$ cat config.mk
export PLATFORM = sky130hd
export DESIGN_NAME = slot_pulse_decoder
export DESIGN_NICKNAME = d
export VERILOG_FILES = /design/src/rtl/slot_pulse_decoder.sv
export SDC_FILE = /design/constraint.sdc
export NUM_CORES = 1
export LEC_CHECK = 0
export ABC_AREA = 1
export ABC_CLOCK_PERIOD_IN_PS = 1800
export BUFFER_PORTS_ARGS = -buffer_cell sky130_fd_sc_hd__buf_2
export CELL_PAD_IN_SITES_DETAIL_PLACEMENT = 1
export CELL_PAD_IN_SITES_GLOBAL_PLACEMENT = 2
export CORE_MARGIN = 1
export CORE_UTILIZATION = 30
export CTS_BUF_LIST = sky130_fd_sc_hd__clkbuf_4 sky130_fd_sc_hd__clkbuf_8
export DETAILED_ROUTE_END_ITERATION = 7
export HOLD_SLACK_MARGIN = 0.02
export PLACE_DENSITY = 0.85
export SYNTH_ARGS = -nofsm -noshare
export SYNTH_HDL_FRONTEND = slang
export SYNTH_SLANG_ARGS = --single-unit
$ cat constraint.sdc
create_clock -name clk -period 1.8 [get_ports clk]
set_input_delay 0.27 -clock clk [delete_from_list [all_inputs] [get_ports clk]]
set_output_delay 0.27 -clock clk [all_outputs]
set_load 0.05 [all_outputs]
$ cat src/rtl/slot_pulse_decoder.sv
// slot_pulse_decoder: registered slot-index decoder for the dispenser drivers.
// Accepts a slot index over valid/ready, drives the matching one-hot output for
// PULSE_CYCLES cycles, then holds every output low for GAP_CYCLES cycles.
// At most one output bit is ever high.
//
// Build macro SLOT_PEND_EN: adds a one-entry pending request register so that a
// request offered during PULSE/GAP starts straight after the gap.
module slot_pulse_decoder #(
  parameter int unsigned SEL_W        = 4,
  parameter int unsigned NUM_OUTS     = 16,
  parameter int unsigned PULSE_CYCLES = 8,
  parameter int unsigned GAP_CYCLES   = 2
) (
  input  logic                clk,
  input  logic                reset,
  input  logic                sel_valid,
  input  logic [SEL_W-1:0]    sel,
  output logic                sel_ready,
  input  logic                abort,
  output logic [NUM_OUTS-1:0] onehot,
  output logic                busy,
  output logic                done,
  output logic                err
);

  localparam int unsigned CntMax = (PULSE_CYCLES > GAP_CYCLES) ? PULSE_CYCLES : GAP_CYCLES;
  localparam int unsigned CntW   = $clog2(CntMax + 1);

  localparam logic [CntW-1:0] PulseLoad = CntW'(PULSE_CYCLES);
  localparam logic [CntW-1:0] GapLoad   = CntW'(GAP_CYCLES);
  localparam logic [CntW-1:0] CntLast   = CntW'(1);

  typedef enum logic [1:0] {
    StIdle  = 2'd0,
    StPulse = 2'd1,
    StGap   = 2'd2
  } state_e;

  state_e              state_q, state_d;
  logic [CntW-1:0]     cnt_q, cnt_d;
  logic [NUM_OUTS-1:0] onehot_q, onehot_d;
  logic                busy_q, busy_d;
  logic                done_q, done_d;
  logic                err_q, err_d;

  logic                accept;
  logic                in_range;

  // Pulse launch request raised by the next-state logic, applied in one place.
  logic                start_go;
  logic [SEL_W-1:0]    start_idx;

`ifdef SLOT_PEND_EN
  logic                pend_vld_q, pend_vld_d;
  logic [SEL_W-1:0]    pend_sel_q, pend_sel_d;
`endif

  // Index to one-hot; out-of-range codes never reach here but decode to zero anyway.
  function automatic logic [NUM_OUTS-1:0] decode(input logic [SEL_W-1:0] idx);
    logic [NUM_OUTS-1:0] v;
    v = '0;
    for (int unsigned i = 0; i < NUM_OUTS; i++) begin
      if (32'(idx) == i) begin
        v[i] = 1'b1;
      end
    end
    return v;
  endfunction

  // Ready: idle always; with the pending register also while busy and the slot is free.
  always_comb begin
`ifdef SLOT_PEND_EN
    sel_ready = ~reset & ((state_q == StIdle) | ~pend_vld_q);
`else
    sel_ready = ~reset & (state_q == StIdle);
`endif
  end

  assign accept   = sel_valid & sel_ready;
  assign in_range = 32'(sel) < NUM_OUTS;

  // Next-state: abort overrides everything below it, including a same-cycle accept.
  always_comb begin
    state_d   = state_q;
    cnt_d     = cnt_q;
    onehot_d  = onehot_q;
    busy_d    = busy_q;
    done_d    = 1'b0;
    err_d     = 1'b0;
    start_go  = 1'b0;
    start_idx = sel;
`ifdef SLOT_PEND_EN
    pend_vld_d = pend_vld_q;
    pend_sel_d = pend_sel_q;
`endif

    if (abort) begin
      state_d  = StIdle;
      cnt_d    = '0;
      onehot_d = '0;
      busy_d   = 1'b0;
`ifdef SLOT_PEND_EN
      pend_vld_d = 1'b0;
`endif
    end else begin
      unique case (state_q)
        StIdle: begin
          if (accept) begin
            if (in_range) begin
              start_go  = 1'b1;
              start_idx = sel;
            end else begin
              err_d = 1'b1;
            end
          end
        end

        StPulse: begin
          if (cnt_q == CntLast) begin
            state_d  = StGap;
            cnt_d    = GapLoad;
            onehot_d = '0;
            done_d   = 1'b1;
          end else begin
            cnt_d = cnt_q - 1'b1;
          end
`ifdef SLOT_PEND_EN
          if (accept) begin
            if (in_range) begin
              pend_vld_d = 1'b1;
              pend_sel_d = sel;
            end else begin
              err_d = 1'b1;
            end
          end
`endif
        end

        StGap: begin
          if (cnt_q == CntLast) begin
`ifdef SLOT_PEND_EN
            // Chain straight into the next pulse; a request arriving on the last gap
            // cycle with an empty slot is launched directly instead of being parked.
            if (pend_vld_q) begin
              start_go   = 1'b1;
              start_idx  = pend_sel_q;
              pend_vld_d = 1'b0;
            end else if (accept && in_range) begin
              start_go  = 1'b1;
              start_idx = sel;
            end else begin
              state_d = StIdle;
              cnt_d   = '0;
              busy_d  = 1'b0;
            end
            if (accept && !in_range) begin
              err_d = 1'b1;
            end
`else
            state_d = StIdle;
            cnt_d   = '0;
            busy_d  = 1'b0;
`endif
          end else begin
            cnt_d = cnt_q - 1'b1;
`ifdef SLOT_PEND_EN
            if (accept) begin
              if (in_range) begin
                pend_vld_d = 1'b1;
                pend_sel_d = sel;
              end else begin
                err_d = 1'b1;
              end
            end
`endif
          end
        end

        default: begin
          state_d  = StIdle;
          cnt_d    = '0;
          onehot_d = '0;
          busy_d   = 1'b0;
        end
      endcase

      if (start_go) begin
        state_d  = StPulse;
        cnt_d    = PulseLoad;
        onehot_d = decode(start_idx);
        busy_d   = 1'b1;
      end
    end
  end

  // Main state and output registers.
  always_ff @(posedge clk) begin
    if (reset) begin
      state_q  <= StIdle;
      cnt_q    <= '0;
      onehot_q <= '0;
      busy_q   <= 1'b0;
      done_q   <= 1'b0;
      err_q    <= 1'b0;
    end else begin
      state_q  <= state_d;
      cnt_q    <= cnt_d;
      onehot_q <= onehot_d;
      busy_q   <= busy_d;
      done_q   <= done_d;
      err_q    <= err_d;
    end
  end

`ifdef SLOT_PEND_EN
  // Pending request register.
  always_ff @(posedge clk) begin
    if (reset) begin
      pend_vld_q <= 1'b0;
      pend_sel_q <= '0;
    end else begin
      pend_vld_q <= pend_vld_d;
      pend_sel_q <= pend_sel_d;
    end
  end
`else
`endif

  assign onehot = onehot_q;
  assign busy   = busy_q;
  assign done   = done_q;
  assign err    = err_q;

  // Solenoid safety: never two drivers at once, and never a driver outside busy.
  a_onehot0 : assert property (@(posedge clk) $onehot0(onehot_q));
  a_busy_cover : assert property (@(posedge clk) (onehot_q != '0) |-> busy_q);

endmodule

==> metrics.cfg <==
[outcome]
status=finished, final reports clean

[yosys]
synth_top_area_share=0.412
netlist-cell-type-count=22
synth_most_common_cell=nand2_1
avgSynthCellArea_sq_um=7.33
ys_seq_area_frac=0.412
synth-async-reset-ratio=0
yosys_most_used_dff=dfxtp_1
synth-edff-count=0
synthTopCellsByArea=dfxtp_1 41%, nand2_1 12%, a21oi_1 9.0%
synth_common_cells=37 x nand2_1, 24 x dfxtp_1, 21 x a21oi_1
synth_nets=172
netlist_instances=159
ys_ff_latch=24
yosys_warnings=0
netlist_area_sq_um=1170
synth_top_area_cell=dfxtp_1

[clock_network]
cts_tree=yes
postCtsHoldBufs=0
clock_latency_ns=0.27
h-tree-depth=1
numClockSinks=24
clkSlewWorstSetupHoldPaths_ns=0.09
postCtsSetupRepairBufs=0
clk_path_buf_depth=2
cts-root-buf=clkbuf_8
numCtsBuffers=3

[floorplan]
die_area_sq_um=4140
die_w_um=64.3
initial_core_util=0.316
rows=22
die_y_um=64.3
ios=28
coreArea_sq_um=3690

[worst_hold_path]
hold_class=input pin to register

[timing]
skew_ns=0.00314
slew_headroom=0.554
rsz0062_at_grt=yes
setup_viol=0
max_freq_mhz=591
fin_crit_ns=1.69
period_share=0.940
hold_viol=0
worst_pin_slew_ns=0.669
finalWorstSetupSlack_ns=0.109
slew_viol_final=0

[worst_setup_path]
cpMaxStageDelayCell=dfxtp_1
setup.worst_path.end_class=output port
start_kind=register
cp.required_ns=1.53
cp_top_family=buffers and inverters
cp_cell_sequence=inv_1, ha_1, inv_2, nor2_4, clkbuf_4
crit_path_max_fanout=8
critical_path_class=register to output port
reg2reg_slack_ns=0.15
cp.arrival_ns=1.42
crit_path_max_incr_delay_ns=0.33
path_buf_inv=3

[detailed_routing]
antenna_left=0
viasPerCell=4.71
first_pass_iters=4
drc=0
drtIter0Drc=12
drt-wirelength-per-cell_um=13.2
vias=1087
wirelength_um=3040

[placement]
port_buffers=26
dp_hpwl_um=2290
dp_worst_setup_slack_ns=0.171
place_area_sq_um=1320
gp_congestion=0.783

[cells_and_area]
drive_gt1_frac=0.240
final_util=0.377
area_growth_pct=19.2
fin_nets=197
final.fill_count=493
diodes=0
design_area_sq_um=1390

[global_routing]
grt_use_met3=0.0304
grt_pass1_vias=1064
grt.met1_usage=0.204
gr-total-overflow=0
grt_max_degree=25
antenna_found_initial=0
grt_usage=0.156
grt_pass1_wl_um=4920
met2_usage=0.247
top_usage_layer=met2

[pwr]
ir_drop_mv=0.326
p_total_uw=1120
p_per_area_nw_per_um2=807
p_leak_uw=0.000587

[job]
cap_violations=0

-- cell usage in the layout (no fill, tap or decap), types with 2 or more instances in the layout --
cell,instances
nor2_2,2
inv_2,3
ha_1,5
o21ai_0,2
nand4_1,2
dfxtp_1,24
clkbuf_8,3
nor2_1,10
buf_2,25
nand2_2,2
a21oi_1,21
nor2_4,3
nand3_1,20
nand2_1,37
nand2_4,2
inv_1,16
-- flip-flops by register name (all words and copies together), names as in the netlist --
signal / count
busy: 1
onehot: 16
done: 1
cnt_q: 4
state_q: 2
-- timing repair --
| action | 4_1_cts | 5_1_grt |
|---|---|---|
| endpoints found under the setup margin | 0 | 3 |
| endpoints found under the hold margin | 0 | 0 |
| gates resized for setup | 0 | 1 |
-- layout make-up --
cell class                 instances  area, sq um  area share
multi-input combinational        110          574       0.413
sequential                        24          480       0.346
inverter                          19         71.3      0.0513
clock inverter                     1         30.0      0.0216
tap                               48         60.1      0.0432
clock buffer                       3         41.3      0.0297
timing repair buffer              26          133      0.0954
-- worst paths after layout --
check,cells past startpoint,endpoint,start
setup reg to reg,8,onehot[12],state_q[0]
hold reg to reg,2,busy,busy
hold / removal,4,cnt_q[1],abort
setup / recovery,5,sel_ready,state_q[0]
-- report_power, final --
part / leakage (uW) / switching [uW] / internal, uW
Sequential: 0.000194 / 2.67 / 535
Clock: 0.0000357 / 179 / 297
Combinational: 0.000357 / 81.9 / 26.8
Total: 0.000587 / 263 / 859
-- cells by family after synthesis --
kind of cell,count (synthesis),synth area share
simple gates,79,0.322
compound gates,25,0.114
buf+inv,25,0.0955
flops,24,0.412
fa+ha+maj,5,0.0536
other cells,1,0.00322
-- tightest hold or removal path: stages --
cell	delay (ns)
buf_2	0.08
nor2_1	0.06
nand2_4	0.09
a21oi_1	0.04
-- per-stage QoR --
stage	hold slack (ns)	instances	setup TNS (ns)
3_3_place_gp	0.450	227	0
4_1_cts	0.310	231	0
6_report	0.310	231	0
5_1_grt	0.319	231	-0.0264
2_1_floorplan	0.441	159	0
3_5_place_dp	0.457	227	0
-- layer usage --
| layer | wire [um] | share of wire |
|---|---|---|
| met5 | 0 | 0 |
| met4 | 44 | 0.014 |
| met3 | 143 | 0.047 |
| met2 | 1370 | 0.45 |
| met1 | 1490 | 0.49 |
No activity file was read; power rests on OpenSTA's default activity.
